### src/rtl/quad_pkg.sv
// Shared types and Gray-code helpers for the quadrature decoder.
package quad_pkg;

    typedef enum logic {
        INIT  = 1'b0,
        TRACK = 1'b1
    } state_t;

    localparam logic [1:0] Q00 = 2'b00;
    localparam logic [1:0] Q10 = 2'b10;
    localparam logic [1:0] Q11 = 2'b11;
    localparam logic [1:0] Q01 = 2'b01;

    // Forward order with A leading B: 00 -> 10 -> 11 -> 01 -> 00.
    function automatic logic [1:0] fwd_next(input logic [1:0] q);
        case (q)
            Q00:     return Q10;
            Q10:     return Q11;
            Q11:     return Q01;
            default: return Q00;
        endcase
    endfunction

endpackage

### src/rtl/quad_debounce.sv
// One encoder channel: two-flop synchroniser followed by a consecutive-cycle
// debounce filter.
module quad_debounce
    import quad_pkg::*;
#(
    parameter int DEBOUNCE_CYCLES = 4
) (
    input  logic clock,
    input  logic reset,
    input  logic raw,
    output logic filt
);

    localparam int CW = $clog2(DEBOUNCE_CYCLES + 4);
    localparam logic [CW-1:0] CNT_LAST = CW'(DEBOUNCE_CYCLES - 1);

    logic          s1;
    logic          s2;
    logic [CW-1:0] cnt;

    always_ff @(posedge clock) begin
        if (reset) begin
            s1   <= 1'b0;
            s2   <= 1'b0;
            filt <= 1'b0;
            cnt  <= '0;
        end else begin
            s1 <= raw;
            s2 <= s1;
            // Any return to the filtered level discards the partial count.
            if (s2 == filt) begin
                cnt <= '0;
            end else if (cnt == CNT_LAST) begin
                filt <= s2;
                cnt  <= '0;
            end else begin
                cnt <= cnt + 1'b1;
            end
        end
    end

endmodule

### src/rtl/quad_decoder.sv
// Quadrature front end: debounced A/B phases decoded into step/up/error pulses.
//   state | meaning
//   INIT  | settle after reset; prev follows q, outputs held at 0
//   TRACK | compare q against prev each cycle and emit step or error
module quad_decoder
    import quad_pkg::*;
#(
    parameter int DEBOUNCE_CYCLES = 4
) (
    input  logic clock,
    input  logic reset,
    input  logic a_in,
    input  logic b_in,
    output logic step,
    output logic up,
    output logic error
);

    localparam int CW = $clog2(DEBOUNCE_CYCLES + 4);
    localparam logic [CW-1:0] SETTLE_LAST = CW'(DEBOUNCE_CYCLES + 2);

    state_t        state;
    logic [CW-1:0] settle;
    logic          fa;
    logic          fb;
    logic [1:0]    q;
    logic [1:0]    prev;

    quad_debounce #(.DEBOUNCE_CYCLES(DEBOUNCE_CYCLES)) u_deb_a (
        .clock (clock),
        .reset (reset),
        .raw   (a_in),
        .filt  (fa)
    );

    quad_debounce #(.DEBOUNCE_CYCLES(DEBOUNCE_CYCLES)) u_deb_b (
        .clock (clock),
        .reset (reset),
        .raw   (b_in),
        .filt  (fb)
    );

    assign q = {fa, fb};

    always_ff @(posedge clock) begin
        if (reset) begin
            state  <= INIT;
            settle <= '0;
            prev   <= Q00;
            step   <= 1'b0;
            up     <= 1'b0;
            error  <= 1'b0;
        end else begin
            step  <= 1'b0;
            error <= 1'b0;
            prev  <= q;
            case (state)
                INIT: begin
                    up <= 1'b0;
                    if (settle == SETTLE_LAST) begin
                        state <= TRACK;
                    end else begin
                        settle <= settle + 1'b1;
                    end
                end
                TRACK: begin
                    if (q != prev) begin
                        if (q == fwd_next(prev)) begin
                            step <= 1'b1;
                            up   <= 1'b1;
                        end else if (fwd_next(q) == prev) begin
                            step <= 1'b1;
                            up   <= 1'b0;
                        end else begin
                            // Both phases moved at once: direction is unknown, keep up.
                            error <= 1'b1;
                        end
                    end
                end
                default: state <= INIT;
            endcase
        end
    end

endmodule
### config.mk
export PLATFORM = sky130hd
export DESIGN_NAME = quad_decoder
export DESIGN_NICKNAME = d
export VERILOG_FILES = /design/src/rtl/quad_pkg.sv /design/src/rtl/quad_debounce.sv /design/src/rtl/quad_decoder.sv
export SDC_FILE = /design/constraint.sdc
export NUM_CORES = 1
export LEC_CHECK = 0
export CAP_MARGIN = 30
export CORE_MARGIN = 8
export CORE_UTILIZATION = 57
export DETAILED_ROUTE_END_ITERATION = 16
export PLACE_DENSITY = 0.79
export SYNTH_ARGS = -nofsm -noshare
export SYNTH_HDL_FRONTEND = slang
export SYNTH_HIERARCHICAL = 1
export SYNTH_SLANG_ARGS = --single-unit
### constraint.sdc
create_clock -name clock -period 3.5 [get_ports clock]
set_input_delay 0.7 -clock clock [delete_from_list [all_inputs] [get_ports clock]]
set_output_delay 0.7 -clock clock [all_outputs]
set_load 0.05 [all_outputs]
==> summary.txt, run 1 <==
Post-synthesis cell count -> 69
Netlist cell types -> 18
Crit path buf inv count -> 1
Fin. Hold Viols -> 0
DRC viols -> 0
Post-cts gate resize count -> 0
Mapped Nets -> 79
Data arrival, critical path -> 1.43 ns
Vias in the first global route -> 466
WP depth -> 1
1st-iter DRT viols -> 5
Seq/Total Area, Yosys -> 54.1%
Maxcap violations -> 0
GR Util met3 -> 2.52%
Clk slew on worst S/H paths -> 0.11 ns
Die H -> 52.9 microns
Crit end category -> output port
TritonCTS clock tree -> built
Met2 global-route usage -> 12.7%
Fill cells -> 106
Maximum vdd drop -> 0.000293 V
Port Buf Inserts -> 6
Final Critical Period -> 2.13 ns
Most used routing layer -> met2
R2R cell count -> 5
Postcts setup bufs -> 0
WP data required -> 2.80 ns
CP startpoint kind -> flip-flop
Total GRT Usage -> 8.57%
RSZ-0062 raised after global routing -> false
H-tree depth -> 1
Clock buffer depth -> 2
Worst R2R Start -> settle[0]$_SDFFE_PP0P_
Worst-margin pin slew -> 0.658 ns
Mapped cell area -> 777 sq um
FP Rows -> 13
Clock skew -> 0.00312 ns
CTS Hold Buffers Added -> 0
Family with the most delay on the worst path -> buffers and inverters
Final setup vio count -> 0
CTS Buf Count -> 3
Fin crit share -> 60.9%
Hold WC Path Type -> flip-flop to flip-flop
Vias/cell -> 5.03
Total congestion overflow -> 0
Die area -> 0.00280 sq mm
Mapped Avg Cell Area -> 11.3 sq um
Initial antenna violation count -> 0
Final TNS setup -> 0 ns
Tot Pwr -> 384 uW
Area Growth Syn to Fin -> 13.5%
Number of nets in the layout -> 90
P_leak -> 0.000322 uW
Multi-input logic area -> 342 sq um
Via Count -> 473
Slew headroom -> 56.0%
Status -> finished, final reports clean
Power density of the placed cells -> 436 mW/mm^2
DRT antenna net count -> 0
Clk sinks -> 21
Routed WL -> 1020 microns
Core area -> 0.00128 sq mm
Crit path launch -> up$_SDFFE_PP0P_
CP Max Fanout -> 2
Syn. warnings -> 6
Largest net degree at the start of global routing -> 20
Global-route wire length before repair -> 1770 microns
Layout cell share with drive strength beyond 1 -> 7.59%
M1 GR Usage -> 10.1%
Wire length per cell -> 10.8 microns
ANT cells -> 0
Max incr delay on CP -> 0.80 ns
FMAX -> 469 MHz
Clock Latency Late Sink -> 0.29 ns
Starting Density -> 60.5%
Flop2flop setup slack -> 2.26 ns
Crit path max-delay cell type -> clkdlybuf4s50_1
Termination of the worst setup path -> up
Drt pass-1 iters -> 2
Pins over their slew limit -> 0
Yosys reg bits -> 21
Sequential cell area -> 420 sq um
RePlAce Congestion -> 0.647
# IOs -> 7
WS Path Type -> flip-flop to output port
Crit-path cells -> clkdlybuf4s50_1
DP Wirelength -> 739 microns
R2r endpoint -> settle[1]$_SDFFE_PP0P_
Die W -> 52.9 microns
Clock Tree Root -> clkbuf_4
==> final cells by class <==
| class | count | area share [%] |
|---|---|---|
| flip-flops and latches | 21 | 47.7 |
| multi-input cells | 44 | 38.7 |
| repair buffers | 6 | 6.81 |
| clock buffers | 4 | 2.98 |
| well taps | 15 | 2.13 |
| inverters | 4 | 1.70 |
==> cells by family (layout without fill, tap and decap cells) <==
kind of cell	count (synthesis)	after routing	synth area share (%)
flip-flops	21	21	54.1
buffers and inverters	4	14	1.93
XOR/XNOR	8	8	9.02
adder cells (fa/ha/maj)	6	6	9.66
multiplexers	2	2	2.58
AO/OA/AOI/OAI	5	5	4.03
AND/OR/NAND/NOR	23	23	18.7
==> cell usage after synthesis <==
master / number / area share (%)
a211oi_1: 1 / 0.97
a21oi_1: 2 / 1.3
a21oi_2: 1 / 1.1
dfxtp_1: 21 / 54
ha_1: 6 / 9.7
inv_1: 4 / 1.9
mux2i_1: 2 / 2.6
nand2_1: 1 / 0.48
nand2b_1: 1 / 0.81
nor2_1: 6 / 2.9
nor2b_1: 6 / 4.8
nor3_1: 2 / 1.3
nor4_1: 4 / 3.2
nor4b_2: 2 / 3.9
nor4bb_1: 1 / 1.3
o21ai_1: 1 / 0.64
xnor2_1: 7 / 7.9
xor2_1: 1 / 1.1
==> per-stage QoR <==
stage | utilization (%) | hold WS, ns | instances | instance area, sq um | setup slack (ns)
after global routing | 68.6 | 0.468 | 94 | 882 | 1.30
after detailed placement | 66.6 | 0.422 | 90 | 856 | 1.44
after floorplan | - | 0.404 | 69 | 777 | 2.20
after CTS | 68.6 | 0.444 | 94 | 882 | 1.35
after global placement | 66.6 | 0.418 | 90 | 856 | 1.48
final | 68.6 | 0.437 | 94 | 882 | 1.37
==> worst reg2reg max path: cells and delay by family (launching register included) <==
| kind | cells | cell delay (ns) |
|---|---|---|
| adders and majority gates | 1 | 0.22 |
| and+or+nand+nor | 1 | 0.06 |
| AOI/OAI and AO/OA | 2 | 0.43 |
| buffers and inverters | 1 | 0.06 |
| DFF | 1 | 0.38 |
==> cells in the final DEF (no fill, tap or decap), types with 2 or more instances in the layout <==
master,count
nor4_1,4
nor4b_2,2
dfxtp_1,21
clkdlybuf4s50_1,6
clkbuf_4,3
ha_1,6
xnor2_1,7
nor3_1,2
a21oi_1,2
nor2b_1,6
inv_1,4
nor2_1,6
mux2i_1,2
==> worst min-delay path by stage <==
stage,slack (ns),start,cells past startpoint,endpoint
4_1_cts,0.44,u_deb_a/cnt[0]$_SDFF_PP0_,1,u_deb_a/cnt[0]$_SDFF_PP0_
3_3_place_gp,0.42,u_deb_a/cnt[0]$_SDFF_PP0_,1,u_deb_a/cnt[0]$_SDFF_PP0_
5_1_grt,0.47,u_deb_b/s1$_SDFF_PP0_,1,u_deb_b/s2$_SDFF_PP0_
2_1_floorplan,0.40,u_deb_a/cnt[0]$_SDFF_PP0_,1,u_deb_a/cnt[0]$_SDFF_PP0_
3_5_place_dp,0.42,u_deb_b/s1$_SDFF_PP0_,1,u_deb_b/s2$_SDFF_PP0_
6_report,0.44,u_deb_a/cnt[0]$_SDFF_PP0_,1,u_deb_a/cnt[0]$_SDFF_PP0_
==> report_power, final <==
group          internal, uW  switching, uW  leakage, uW
sequential              247           5.43     0.000171
clock                  44.3           64.6    0.0000150
combinational          12.1           10.9     0.000136
==> layer usage <==
| layer | vias up | share of wire [%] | routed length, microns |
|---|---|---|---|
| met2 | 7 | 44 | 448 |
| met4 | 0 | 1.5 | 15 |
| met5 | - | 0 | 0 |
| li1 | 253 | - | - |
| met1 | 211 | 49 | 501 |
| met3 | 2 | 5.0 | 51 |
==> state kept, by name, summed over array words and instances (netlist names) <==
| name | count |
|---|---|
| settle | 3 |
| u_deb_a/cnt | 3 |
| step | 1 |
| u_deb_a/s2 | 1 |
| u_deb_b/s2 | 1 |
| u_deb_b/filt | 1 |
| up | 1 |
| u_deb_a/filt | 1 |
| u_deb_a/s1 | 1 |
| prev | 2 |
| u_deb_b/s1 | 1 |
| u_deb_b/cnt | 3 |
| error | 1 |
| state | 1 |
No activity file was read; power rests on OpenSTA's default activity.
==> inputs of run 2 (changes only) <==
Settings changed: CORE_UTILIZATION 57 to 47, PLACE_DENSITY 0.79 to 0.7.
Clock period 3.5 ns to 1.8 ns, I/O delays scaled along.
==> summary.txt, run 2 (synthesized netlist as in run 1, its figures left out) <==
Maxcap violations -> 0 (unchanged)
Hold WC Path Type -> flip-flop to flip-flop
Routed WL -> 984 microns (-3.3%)
H-tree depth -> 1 (unchanged)
Status -> finished, final reports clean
WP data required -> 2.02 ns (-0.78 ns)
Clock Latency Late Sink -> 0.29 ns (about the same)
Post-cts gate resize count -> 0 (unchanged)
Die H -> 56.7 microns (+7.1%)
Fill cells -> 139 (+31%)
Data arrival, critical path -> 1.47 ns (+0.04 ns)
CP startpoint kind -> flip-flop
Net switching power -> 165 uW (+100%)
Final Critical Period -> 1.25 ns
Crit path max-delay cell type -> dfxtp_1
Final setup margin -> 0.551 ns (-0.819 ns)
DRC viols -> 0 (unchanged)
Most frequent cells in the layout -> dfxtp_1 (21), xnor2_1 (7), nor2_1 (6), nor2b_1 (6), ha_1 (6)
Largest net degree at the start of global routing -> 12 (-40%)
Layout cell share with drive strength beyond 1 -> 13.6% (+6.0 points)
Power density of the placed cells -> 850 mW/mm^2 (+95%)
Crit end category -> flip-flop
Sequential Power Share -> 64.8% (-0.9 points)
Crit path buf inv count -> 1 (unchanged)
Drt pass-1 iters -> 1 (-1)
ANT cells -> 0 (unchanged)
CTS Buf Count -> 3 (unchanged)
Number of nets in the layout -> 92 (+2.2%)
Die area -> 0.00321 sq mm (+15%)
Largest regs -> settle x3, u_deb_a/cnt x3, u_deb_b/cnt x3
P_leak -> 0.000338 uW (+4.9%)
FP Rows -> 14 (+1)
Final hold slack -> 0.435 ns (-0.00125 ns)
Final setup vio count -> 0 (unchanged)
Clk slew on worst S/H paths -> 0.11 ns (about the same)
Die W -> 56.7 microns (+7.1%)
Setup WS pre-CTS -> 0.413 ns (-1.03 ns)
Max incr delay on CP -> 0.39 ns (-0.41 ns)
Crit-path cells -> inv_1 > ha_1 > a21oi_2 > nor2_1 > a211oi_1
Initial antenna violation count -> 0 (unchanged)
Clock Tree Root -> clkbuf_4
Core area -> 0.00152 sq mm (+19%)
Starting Density -> 51.0% (-9.5 points)
Total congestion overflow -> 0 (unchanged)
Switching Fraction -> 21.8% (+0.73 points)
Worst-margin pin slew -> 0.298 ns (-0.361 ns)
Fin. Hold Viols -> 0 (unchanged)
Port Buf Inserts -> 6 (unchanged)
Clock skew -> 0.00327 ns (+0.000152 ns)
Inst Count DP -> 93 (+3.3%)
Family with the most delay on the worst path -> compound AO/OA/AOI/OAI gates
DP Wirelength -> 755 microns (+2.1%)
Slew headroom -> 80.0% (+24 points)
Via Count -> 477 (+0.85%)
# IOs -> 7 (unchanged)
Maximum vdd drop -> 0.000490 V (+67%)
Comb power frac -> 6.2% (+0.2 points)
Global-route wire length before repair -> 1700 microns (-3.9%)
Final TNS setup -> 0 ns (unchanged)
Vias in the first global route -> 426 (-8.6%)
Area Growth Syn to Fin -> 14.7%
Non-Filler Instances -> 97 (+3.2%)
Clk sinks -> 21 (unchanged)
Pins over their slew limit -> 0 (unchanged)
Clock power share -> 29.0% (+0.7 points)
Fin crit share -> 69.4%
WS Path Type -> flip-flop to flip-flop
CTS Hold Buffers Added -> 0 (unchanged)
Commonest non-fill, non-tap cell in the layout -> dfxtp_1
Wire length per cell -> 10.1 microns (-6.3%)
TritonCTS clock tree -> built
Clock buffer depth -> 2 (unchanged)
Postcts setup bufs -> 0 (unchanged)
DRT antenna net count -> 0 (unchanged)
Vias/cell -> 4.92 (-2.3%)
FMAX -> 800 MHz
Fin util -> 58.5% (-10 points)
Cell Int Power -> 592 uW (+95%)
Total GRT Usage -> 6.64% (-1.9 points)
RSZ-0062 raised after global routing -> false
RePlAce Congestion -> 0.653 (+0.93%)
1st-iter DRT viols -> 0 (-5)
CP Max Fanout -> 4 (+2)
[run 2: final cells by class]
type / instances / area [sq um] / share of cell area [%]
sequential: 21 / 420 / 47.2
timing repair buffer: 8 / 67.6 / 7.58
clock buffer: 4 / 26.3 / 2.95
tap: 16 / 20.0 / 2.25
multi-input combinational: 44 / 342 / 38.3
inverter: 4 / 15.0 / 1.69
[run 2: metrics by stage]
stage / total power (uW) / cell area, sq um
detailed placement: 549 / 865
floorplan: 528 / 777
finish: 757 / 891
CTS: 771 / 891
global placement: 547 / 865
global route: 789 / 891
[run 2: worst register-to-register path, delay by kind of cell (launching register included)]
kind | cells | cell delay, ns
and+or+nand+nor | 1 | 0.06
adders and majority gates | 1 | 0.22
DFF | 1 | 0.39
buffers and inverters | 1 | 0.06
AOI/OAI and AO/OA | 2 | 0.44
[run 2: power by group through the flow]
stage / registers (uW) / logic [uW] / clock network, uW
after floorplan: 499 / 28.4 / 0
after global placement: 501 / 46.3 / 0
after detailed placement: 501 / 47.8 / 0
after CTS: 491 / 48.1 / 232
after global routing: 493 / 55.8 / 240
final: 491 / 47.0 / 220
[run 2: final timing paths]
kind                                                start                   endpoint  slack [ns]  cells past startpoint
worst min-delay path            u_deb_b/cnt[0]$_SDFF_PP0_  u_deb_b/cnt[0]$_SDFF_PP0_        0.44                      1
worst min register to register  u_deb_b/cnt[0]$_SDFF_PP0_  u_deb_b/cnt[0]$_SDFF_PP0_        0.44                      1
worst max register to register     settle[0]$_SDFFE_PP0P_     settle[1]$_SDFFE_PP0P_        0.55                      5
worst max-delay path               settle[0]$_SDFFE_PP0P_     settle[1]$_SDFFE_PP0P_        0.55                      5
[run 2: routing by layer]
metal | wire [microns] | part of all wire (%) | vias to the layer above | GRT usage, %
li1 | - | - | 257 | -
met1 | 526 | 53 | 207 | 7.93
met2 | 390 | 40 | 9 | 8.93
met3 | 39 | 4.0 | 4 | 2.25
met4 | 27 | 2.7 | 0 | 6.19
met5 | 0 | 0 | - | 0
==> inputs of run 3 (changes only) <==
Clock period 1.8 ns to 1.1 ns, I/O delays scaled along.
==> summary.txt, run 3 (synthesized netlist as in run 1, its figures left out) <==
WS Path Type -> flip-flop to flip-flop
DRC viols -> 0 (unchanged)
Sequential Power Share -> 62.3% (-2.5 points)
Worst R2R Start -> settle[0]$_SDFFE_PP0P_
Largest net degree at the start of global routing -> 13 (+1)
TritonCTS clock tree -> built
Comb power frac -> 9.3% (+3.1 points)
Switching Fraction -> 23.4% (+1.7 points)
FP Rows -> 14 (unchanged)
Worst-margin pin slew -> 0.518 ns (+0.220 ns)
Global-route wire length before repair -> 2150 microns (+26%)
Layout cell share with drive strength beyond 1 -> 37.9% (+24 points)
CP startpoint kind -> flip-flop
Tot Pwr -> 1300 uW (+71%)
Die W -> 56.7 microns (unchanged)
CTS Hold Buffers Added -> 0 (unchanged)
Vias in the first global route -> 510 (+20%)
Non-Filler Instances -> 103 (+6.2%)
H-tree depth -> 1 (unchanged)
Initial antenna violation count -> 0 (unchanged)
Starting Density -> 51.0% (unchanged)
Commonest non-fill, non-tap cell in the layout -> dfxtp_1
ANT cells -> 0 (unchanged)
Wire length per cell -> 12.6 microns (+24%)
Data arrival, critical path -> 1.31 ns (-0.16 ns)
WP data required -> 1.33 ns (-0.69 ns)
Clock Latency Late Sink -> 0.31 ns (+0.02 ns)
Maximum vdd drop -> 0.000778 V (+59%)
Routed WL -> 1300 microns (+32%)
Hold WC Path Type -> flip-flop to flip-flop
CTS Buf Count -> 3 (unchanged)
FMAX -> 925 MHz (+16%)
Status -> finished, final reports clean
Clk slew on worst S/H paths -> 0.12 ns (about the same)
Pins over their slew limit -> 0 (unchanged)
Via Count -> 517 (+8.4%)
Total congestion overflow -> 0 (unchanged)
Total GRT Usage -> 8.34% (+1.7 points)
Fin. Hold Viols -> 0 (unchanged)
Vias/cell -> 5.02 (+2.1%)
Clock skew -> 0.00948 ns (+0.00621 ns)
Drt pass-1 iters -> 5 (+4)
Largest regs -> settle x3, u_deb_a/cnt x3, u_deb_b/cnt x3
Core area -> 0.00152 sq mm (unchanged)
Clock buffer depth -> 2 (unchanged)
1st-iter DRT viols -> 7 (+7)
Crit end category -> flip-flop
DRT antenna net count -> 0 (unchanged)
Final Critical Period -> 1.08 ns (-0.169 ns)
Final setup vio count -> 0 (unchanged)
Most frequent cells in the layout -> dfxtp_1 (16), buf_4 (8), xnor2_1 (7)
Fin crit share -> 98.3% (+29 points)
Clock power share -> 28.5% (-0.5 points)
Clock Tree Root -> clkbuf_4
Power density of the placed cells -> 1210 mW/mm^2 (+43%)
Post-Layout Inst Area -> 0.00107 sq mm (+20%)
Placement Cell Area -> 932 sq um (+7.8%)
Crit path launch -> settle[0]$_SDFFE_PP0P_
Area Growth Syn to Fin -> 37.8%
Die H -> 56.7 microns (unchanged)
Min-delay src -> u_deb_b/s1$_SDFF_PP0_
DP Wirelength -> 874 microns (+16%)
Net switching power -> 304 uW (+84%)
Inst Count DP -> 97 (+4.3%)
Cell Int Power -> 994 uW (+68%)
Die area -> 0.00321 sq mm (unchanged)
Maxcap violations -> 0 (unchanged)
Final TNS setup -> 0 ns (unchanged)
P_leak -> 0.000379 uW (+12%)
Number of nets in the layout -> 98 (+6.5%)
RePlAce Congestion -> 0.672 (+3.0%)
Slew headroom -> 65.2% (-15 points)
Port Buf Inserts -> 6 (unchanged)
CP Max Fanout -> 4 (unchanged)
# IOs -> 7 (unchanged)
Clk sinks -> 21 (unchanged)
Fin util -> 70.3% (+12 points)
RSZ-0062 raised after global routing -> true
Fill cells -> 114 (-18%)
-- run 3: layout make-up --
class	instances	area (sq um)	area share (%)
Multi-Input combinational cell	44	432	40.3
Sequential cell	21	427	39.8
Timing Repair Buffer	14	150	14.0
Clock buffer	3	22.5	2.10
Tap cell	16	20.0	1.87
Inverter	4	15.0	1.40
Clock inverter	1	5.00	0.467
-- run 3: path summary, 6_finish.rpt --
kind	end	slack, ns	depth (start not counted)
worst min register to register	u_deb_b/s2$_SDFF_PP0_	0.45	1
worst min-delay path	u_deb_b/s2$_SDFF_PP0_	0.45	1
worst max register to register	settle[1]$_SDFFE_PP0P_	0.02	5
worst max-delay path	settle[1]$_SDFFE_PP0P_	0.02	5
-- run 3: power by group through the flow --
stage	clock, uW	combinational [uW]	sequential, uW
final	369	120	809
after global routing	425	132	811
after CTS	375	99.8	803
after detailed placement	0	93.5	819
after global placement	0	91.0	817
after floorplan	0	46.2	817
-- run 3: per-layer routing --
layer / track usage (%) / vias up / wire [microns]
li1: - / 269 / -
met1: 9.54 / 233 / 604
met2: 12.7 / 10 / 619
met3: 3.82 / 5 / 45
met4: 4.12 / 0 / 30
met5: 0 / - / 0
-- run 3: stage by stage --
stage               setup slack, ns  hold WS (ns)
floorplan                   0.00356         0.292
detailed placement           -0.108         0.420
finish                       0.0192         0.450
global route                -0.0266         0.432
CTS                        -0.00485         0.438
global placement            -0.0779         0.422
-- run 3: repair_timing --
action                                  4_1_cts  5_1_grt
pin swaps                                     5        2
gates resized for setup                       6       14
setup buffers                                 1        1
endpoints found under the setup margin       10       13
-- run 3: critical path, stage by stage (launching register included) --
cell	delay (ns)
dfxtp_2	0.34
inv_1	0.08
ha_4	0.16
a21oi_4	0.07
buf_4	0.14
a211oi_1	0.21
